**src/rtl/mem_arbiter.sv**
```systemverilog
// mem_arbiter: two-master round-robin arbiter in front of one memory port.
//
// Master 0 (CPU) and master 1 (loader/DMA) share the memory port. A grant
// from IDLE is issued in the same cycle as the request. A write completes in
// that single cycle. A read keeps ownership of the port until the read data
// returns or the read times out.
//
// Ports
//   clk, rst                 clock (rising edge), async active-high reset
//   mN_ren_i / mN_wen_i      master N read / write request (wen wins if both)
//   mN_addr_i, mN_wdata_i    master N byte address, write data
//   mN_wr_mask_i             master N byte-lane write mask
//   mN_gnt_o                 master N request accepted this cycle
//   mN_rdata_o/_rd_valid_o   master N read return (rdata is 0 when not valid)
//   mem_*_o                  memory strobes, address, write data, byte mask
//   mem_rdata_i/_rd_valid_i  memory read return
//   err_o                    sticky read-timeout flag
module mem_arbiter #(
  parameter int W       = 32,
  parameter int AW      = 16,
  parameter int TIMEOUT = 64
) (
  input  logic          clk,
  input  logic          rst,
  input  logic          m0_ren_i,
  input  logic          m0_wen_i,
  input  logic [AW-1:0] m0_addr_i,
  input  logic [W-1:0]  m0_wdata_i,
  input  logic [3:0]    m0_wr_mask_i,
  output logic          m0_gnt_o,
  output logic [W-1:0]  m0_rdata_o,
  output logic          m0_rd_valid_o,
  input  logic          m1_ren_i,
  input  logic          m1_wen_i,
  input  logic [AW-1:0] m1_addr_i,
  input  logic [W-1:0]  m1_wdata_i,
  input  logic [3:0]    m1_wr_mask_i,
  output logic          m1_gnt_o,
  output logic [W-1:0]  m1_rdata_o,
  output logic          m1_rd_valid_o,
  output logic          mem_ren_o,
  output logic          mem_wen_o,
  output logic [AW-1:0] mem_addr_o,
  output logic [W-1:0]  mem_wdata_o,
  output logic [3:0]    mem_wr_mask_o,
  input  logic [W-1:0]  mem_rdata_i,
  input  logic          mem_rd_valid_i,
  output logic          err_o
);

  localparam int TW = (TIMEOUT > 1) ? $clog2(TIMEOUT) : 1;

  typedef enum logic {IDLE, RD_WAIT} state_e;

  typedef struct packed {
    logic          ren;
    logic          wen;
    logic [AW-1:0] addr;
    logic [W-1:0]  wdata;
    logic [3:0]    mask;
  } req_t;

  req_t [1:0]         req;
  logic [1:0]         want;
  logic               win;
  logic [1:0]         gnt;
  logic [1:0]         rd_vld;
  logic [W-1:0]       rd_data;
  logic [1:0][W-1:0]  rdata_m;

  state_e         state_q, state_d;
  logic           owner_q, owner_d;
  logic           last_q, last_d;
  logic [TW-1:0]  tmo_cnt_q, tmo_cnt_d;
  logic           err_q, err_d;
  logic [AW-1:0]  addr_q, addr_d;

  assign req[0] = {m0_ren_i, m0_wen_i, m0_addr_i, m0_wdata_i, m0_wr_mask_i};
  assign req[1] = {m1_ren_i, m1_wen_i, m1_addr_i, m1_wdata_i, m1_wr_mask_i};

  for (genvar i = 0; i < 2; i++) begin : g_m
    assign want[i]    = req[i].ren | req[i].wen;
    // Non-owners and idle cycles see zero read data.
    assign rdata_m[i] = rd_vld[i] ? rd_data : '0;
  end

  // Master 1 wins when it is the only requester, or on a tie when master 0
  // was served last.
  assign win = want[1] & ~(want[0] & last_q);

  always_comb begin
    state_d       = state_q;
    owner_d       = owner_q;
    last_d        = last_q;
    tmo_cnt_d     = tmo_cnt_q;
    err_d         = err_q;
    addr_d        = addr_q;
    gnt           = '0;
    rd_vld        = '0;
    rd_data       = '0;
    mem_ren_o     = 1'b0;
    mem_wen_o     = 1'b0;
    mem_addr_o    = '0;
    mem_wdata_o   = '0;
    mem_wr_mask_o = 4'hF;
    case (state_q)
      IDLE: begin
        if (|want) begin
          gnt[win]   = 1'b1;
          last_d     = win;
          mem_addr_o = req[win].addr;
          if (req[win].wen) begin
            mem_wen_o     = 1'b1;
            mem_wdata_o   = req[win].wdata;
            mem_wr_mask_o = req[win].mask;
          end else begin
            mem_ren_o = 1'b1;
            owner_d   = win;
            addr_d    = req[win].addr;
            tmo_cnt_d = '0;
            state_d   = RD_WAIT;
          end
        end
      end
      RD_WAIT: begin
        // Address comes from the registered copy: the master may drop its
        // request once granted.
        mem_ren_o  = 1'b1;
        mem_addr_o = addr_q;
        if (mem_rd_valid_i) begin
          rd_vld[owner_q] = 1'b1;
          rd_data         = mem_rdata_i;
          state_d         = IDLE;
        end else if (TIMEOUT != 0 && tmo_cnt_q == TW'(TIMEOUT - 1)) begin
          // Close the read with zero data so the owner is not left hanging.
          rd_vld[owner_q] = 1'b1;
          err_d           = 1'b1;
          state_d         = IDLE;
        end else begin
          tmo_cnt_d = tmo_cnt_q + 1'b1;
        end
      end
      default: state_d = IDLE;
    endcase
  end

  always_ff @(posedge clk or posedge rst) begin
    if (rst) begin
      state_q   <= IDLE;
      owner_q   <= 1'b0;
      last_q    <= 1'b1;
      tmo_cnt_q <= '0;
      err_q     <= 1'b0;
      addr_q    <= '0;
    end else begin
      state_q   <= state_d;
      owner_q   <= owner_d;
      last_q    <= last_d;
      tmo_cnt_q <= tmo_cnt_d;
      err_q     <= err_d;
      addr_q    <= addr_d;
    end
  end

  assign m0_gnt_o      = gnt[0];
  assign m1_gnt_o      = gnt[1];
  assign m0_rd_valid_o = rd_vld[0];
  assign m1_rd_valid_o = rd_vld[1];
  assign m0_rdata_o    = rdata_m[0];
  assign m1_rdata_o    = rdata_m[1];
  assign err_o         = err_q;

endmodule
```
**config.mk**
```make
export PLATFORM = sky130hd
export DESIGN_NAME = mem_arbiter
export DESIGN_NICKNAME = d
export VERILOG_FILES = /design/src/rtl/mem_arbiter.sv
export SDC_FILE = /design/constraint.sdc
export NUM_CORES = 1
export LEC_CHECK = 0
export CORE_AREA = 10 10 102 104
export DETAILED_ROUTE_END_ITERATION = 7
export DIE_AREA = 0 0 112 114
export MAX_ROUTING_LAYER = met4
export PLACE_DENSITY = 0.92
export SLEW_MARGIN = 20
export SYNTH_ARGS = -nofsm -noshare
export SYNTH_HDL_FRONTEND = slang
export SYNTH_SLANG_ARGS = --single-unit
```
**constraint.sdc**
```tcl
create_clock -name clk -period 3.05 [get_ports clk]
set_input_delay 0.61 -clock clk [delete_from_list [all_inputs] [get_ports clk]]
set_output_delay 0.61 -clock clk [all_outputs]
set_load 0.1 [all_outputs]
```
# Word-level counts from Yosys, hierarchy flattened
# Index checks and enable logic that the tools add are counted.
[word_totals]
regBits = 26
in_bits = 143
output_inout_bits = 123
elab_cells = 68
[op_classes]
addsub = 1
n_lt_le_gt_ge = 4
eq_ne = 5
mux = 37
bitwise = 8
n_reduce_logical = 7
[op_table]
columns = ["op", "n"]
rows = [
  ["2-to-1 mux 32 bit", 7],
  ["2-to-1 mux 53 bit", 2],
  ["one-hot mux 16 bit (2 select lines)", 1],
  ["2-to-1 mux 6 bit", 4],
  ["2-to-1 mux 16 bit", 1],
  ["2-to-1 mux 4 bit", 3],
  ["one-hot mux 6 bit (2 select lines)", 1],
  ["2-to-1 mux 2 bit", 5],
  ["2-to-1 mux 1 bit", 9],
  ["inequality test 2 bit, second input constant", 4],
  ["adder 6 x 1 -> 6 bit, second input constant", 1],
  ["equality test 6 bit, second input constant", 1],
  ["AND reduction 3 bit", 2],
  ["< comparator 1 x 2 -> 1 bit, second input constant", 2],
  ["NOT 1 bit", 4],
  ["one-hot mux 1 bit (2 select lines)", 2],
  ["AND reduction 4 bit", 1],
  ["AND 1 bit", 2],
  ["demux 1 bit (select 1 bit)", 2],
  ["greater-or-equal comparator 1 bit, second input constant", 2],
  ["logical AND 1 bit", 2],
  ["bitwise OR 1 bit", 2],
  ["AND reduction 2 bit", 1],
  ["OR reduction 2 bit", 1],
]

# Depth between registers and ports, before layout
# Gate-level depths: netlist of run 1.
[logic_depth]
ltp_word = 10
mapped_depth = 7
ltp_nobuf = 5

# Least setup slack after synthesis of run 1
# Ideal clock, no wire load.
[synth_timing]
path_type = "input to output"
from = "in m0_wen_i"
to = "out mem_wdata_o[26]"
t_arrival_ns = 2.958
t_required_ns = 2.440
path_slack_ns = -0.518
path_stages = 7
path_buffers = 3
cell_sequence = "buf_4 > o21ai_1 > o21a_1 > buf_4 > buf_2 > nand2_1 > a21oi_1"
[synth_between]
elab_chain_cells = 9
word_cells_on_any_way = 10
classes_between = "mux (5); bitwise (4); reduce/logical (1)"
[synth_rtl]
columns = ["item", "line_no", "rtl"]
rows = [
  ["from (decl)", "26", "input logic m0_wen_i,"],
  ["bitwise OR 1 bit", "82", "assign want[i] = req[i].ren | req[i].wen;"],
  ["AND 1 bit", "89", "assign win = want[1] & ~(want[0] & last_q);"],
  ["NOT 1 bit", "89", ""],
  ["AND 1 bit", "89", ""],
  ["2-to-1 mux 53 bit (2 in series)", "n/a", ""],
  ["2-to-1 mux 32 bit", "112", "if (req[win].wen) begin"],
  ["2-to-1 mux 32 bit (*)", "108", "if (|want) begin"],
  ["2-to-1 mux 32 bit (*)", "106", "case (state_q)"],
  ["to (decl)", "44", "output logic [W-1:0] mem_wdata_o,"],
]
# Every way passes the cells marked *; elsewhere a longest branch is shown, timed or not. The select of a mux whose other input is x is not followed.

# Worst setup path in the final report of run 1
[layout_timing]
from = "in m0_wen_i"
to = "out mem_wdata_o[17]"
# Same word-level chain as after synthesis.

==> flow_metrics.env, run 1 <==
export IMPL_outcome="finished, final reports clean"
export IMPL_crit_start="m0_wen_i"
export IMPL_coreArea_sq_um=8470
export IMPL_setup_ws_ps=29.3
export IMPL_post_route_cell_area_sq_um=6810
export IMPL_r2r_start="last_q"
export IMPL_relSlewSlack_pct=32.5
export IMPL_synth_nets=497
export IMPL_instances_no_fill=717
export IMPL_ctsHoldBuffers=0
export IMPL_htree_num_levels=1
export IMPL_drv_cap=0
export IMPL_dieArea_sq_um=12800
export IMPL_cts_buffers=3
export IMPL_wl_mm=15.5
export IMPL_skew_ps=1.30
export IMPL_grt_setup_unrepaired="yes"
export IMPL_irDropWorstVdd_v=0.000853
export IMPL_synthCells=353
export IMPL_crit_path_start_kind="input port"
export IMPL_syn_area_per_cell_sq_um=7.12
export IMPL_synth_distinct_cells=34
export IMPL_die_h_um=114
export IMPL_antenna_found_initial=0
export IMPL_grt_pass1_vias=3943
export IMPL_post_dp_hpwl_mm=13.6
export IMPL_drc=0
export IMPL_crit_path_end_kind="primary output"
export IMPL_vias=3589
export IMPL_wl_per_cell_um=21.6
export IMPL_syn_area_sq_um=2510
export IMPL_finalSetupTns_ps=0
export IMPL_setup_viol=0
export IMPL_min_from="err_o"
export IMPL_die_w_um=112
export IMPL_grt_use_total_pct=22.9
export IMPL_gr_total_overflow=0
export IMPL_ant_nets=0
export IMPL_power_share_clock_pct=3.2
export IMPL_synth_seq_cells=26
export IMPL_dpl_worst_slack_ps=-22.8
export IMPL_pin_count=266
export IMPL_n_antenna_cell=0
export IMPL_fmax_mhz=331
export IMPL_post_route_min_period_ps=3020
export IMPL_drive_above_1_share_pct=31.9
export IMPL_p_int_mw=2.51
export IMPL_slew_viol_final=0
export IMPL_synthFlopType="dfrtp_1"
export IMPL_cts_root_buffer_cell="clkbuf_8"
export IMPL_fill_cells=467
export IMPL_ys_seq_area_share_pct=25.9
export IMPL_gp_congestion=0.915
export IMPL_critPathMaxFanout=29
export IMPL_synth_edff_count=0
export IMPL_drt_first_iter_violations=171
export IMPL_power_share_switching_pct=60.7
export IMPL_area_growth_pct=171
export IMPL_clock_sinks=26
export IMPL_clockBufferDepth=2
export IMPL_avgViaCountPerCell=5.01
export IMPL_criticalPathCategory="input port to primary output"
export IMPL_pwr_share_comb_pct=87.6
export IMPL_placementRows=34
export IMPL_required_ps=2440
export IMPL_worst_slew_pin_slew_ps=1010
export IMPL_drtPass1Iterations=5
export IMPL_hp_class="register to register"
export IMPL_leakagePower_nw=2.89
export IMPL_io_buffers=265
export IMPL_seqPwrFrac_pct=9.2
export IMPL_synth_warnings=0
export IMPL_initial_core_util_pct=29.7
export IMPL_final_nets=754
export IMPL_synthArstFlopShare_pct=100
export IMPL_postCtsSetupBuffers=0
export IMPL_fin_crit_sh_pct=99.0
export IMPL_hold_viol_final=0
export IMPL_grt_pass1_wl_mm=23.1
export IMPL_p_sw_mw=3.87
export IMPL_dp_cells=713
export IMPL_grt_max_degree=38
export IMPL_insertion_delay_ps=280
export IMPL_cts_tree="yes"
export IMPL_dpl_cell_area_sq_um=6750
export IMPL_cp_arrival_ps=2410
export IMPL_power_density_nw_per_um2=937
export IMPL_cts_clk_slew_worst_paths_ps=90
[routing by layer]
metal,share of wire (%),wire [um],global-route usage (%),vias up
met2,57,8770,44.8,184
met4,1.9,299,5.25,0
li1,-,-,-,1679
met5,0,0,-,-
met3,6.5,1010,4.15,26
met1,35,5430,23.0,1700
[stage by stage]
stage          utilization (%)  hold WS, ps  power [mW]
5_1_grt                   80.5          556        6.58
6_report                  80.5          525        6.38
3_5_place_dp              79.7          509        6.18
3_3_place_gp              79.7          444        6.05
4_1_cts                   80.3          529        6.41
2_1_floorplan                -          495        4.10
[Yosys cell counts, drive strengths merged, types with 2 or more instances]
cell type | number | area [sq um]
a21o | 2 | 15.0
a21oi | 36 | 180
and2 | 64 | 400
and3 | 2 | 12.5
buf | 13 | 95.1
clkbuf | 13 | 48.8
dfrtp | 25 | 626
inv | 24 | 90.1
mux2i | 32 | 320
nand2 | 81 | 304
nand2b | 3 | 18.8
nand3 | 7 | 35.0
nor2 | 6 | 22.5
nor3 | 2 | 10.0
o21a | 2 | 15.0
o21ai | 10 | 53.8
o22ai | 19 | 119
[cells by family after synthesis]
| kind of cell | count (synthesis) | share of synthesized area, % |
|---|---|---|
| compound gates | 73 | 17.9 |
| simple gates | 170 | 33.3 |
| xor+xnor | 1 | 0.348 |
| flops | 26 | 25.9 |
| mux | 32 | 12.7 |
| buf+inv | 50 | 9.31 |
| fa+ha+maj | 1 | 0.498 |
[worst max-delay path, stage by stage]
cell and delay (ps):
clkdlybuf4s50_1 550, a21oi_1 100, a311o_2 450, buf_12 210, a21oi_1 270, buf_12 220
[worst paths after layout]
kind                                    to  slack, ps  depth (start not counted)
min in group asynchronous       addr_q[12]        730                          2
setup reg to reg                 addr_q[1]        800                          4
setup / recovery           mem_wdata_o[17]         30                          6
max in group asynchronous        addr_q[5]       1880                          2
hold / removal                       err_o        530                          1
hold reg to reg                      err_o        530                          1
[state kept, by name, indices dropped and copies added (netlist names)]
signal and count:
addr_q 16, err_o 1, last_q 1, owner_q 1
state_q 1, tmo_cnt_q 6
[power groups by stage]
stage                     clock network [mW]  logic, mW  registers (mW)
after floorplan                            0       3.54           0.556
after global placement                     0       5.48           0.579
after detailed placement                   0       5.59           0.593
after CTS                              0.209       5.61           0.587
after global routing                   0.217       5.76           0.605
final                                  0.206       5.59           0.586
[area by class of cell]
cell class	instances	area, sq um	area share, %
repair buffers	278	4020	59.0
clock buffers	4	45.0	0.661
inverters	24	90.1	1.32
well taps	108	135	1.98
flip-flops and latches	26	652	9.57
multi-input cells	277	1870	27.5
[placed cells by master, fill, tap and decap left out, types with 2 or more instances in the layout]
cell	n
o21a_1	2
a21o_1	2
nand3_1	3
nand2b_1	3
and2_1	64
mux2i_1	32
clkdlybuf4s50_1	142
nand3_2	3
nor2_2	2
o22ai_2	16
and3_1	2
nor2_1	4
o22ai_1	3
clkbuf_8	3
buf_4	10
a21oi_1	10
buf_12	126
o21ai_1	2
nand2_1	81
o21ai_0	6
inv_1	23
dfrtp_1	25
nor3_1	2
a21oi_2	26
[what timing repair did]
item	4_1_cts	5_1_grt
resized for setup	1	4
pin swaps	0	0
setup endpoints to repair	4	6
No activity file was read; power rests on OpenSTA's default activity.
==> run 2: changes to the inputs <==
--- a/config.mk
+++ b/config.mk
@@ -6,6 +6,7 @@
 export NUM_CORES = 1
 export LEC_CHECK = 0
 export CORE_AREA = 10 10 102 104
+export CTS_CLUSTER_SIZE = 25
 export DETAILED_ROUTE_END_ITERATION = 7
 export DIE_AREA = 0 0 112 114
 export MAX_ROUTING_LAYER = met4
==> results of run 2 <==
The final DEF is identical to that of run 1; final timing and power are the same.
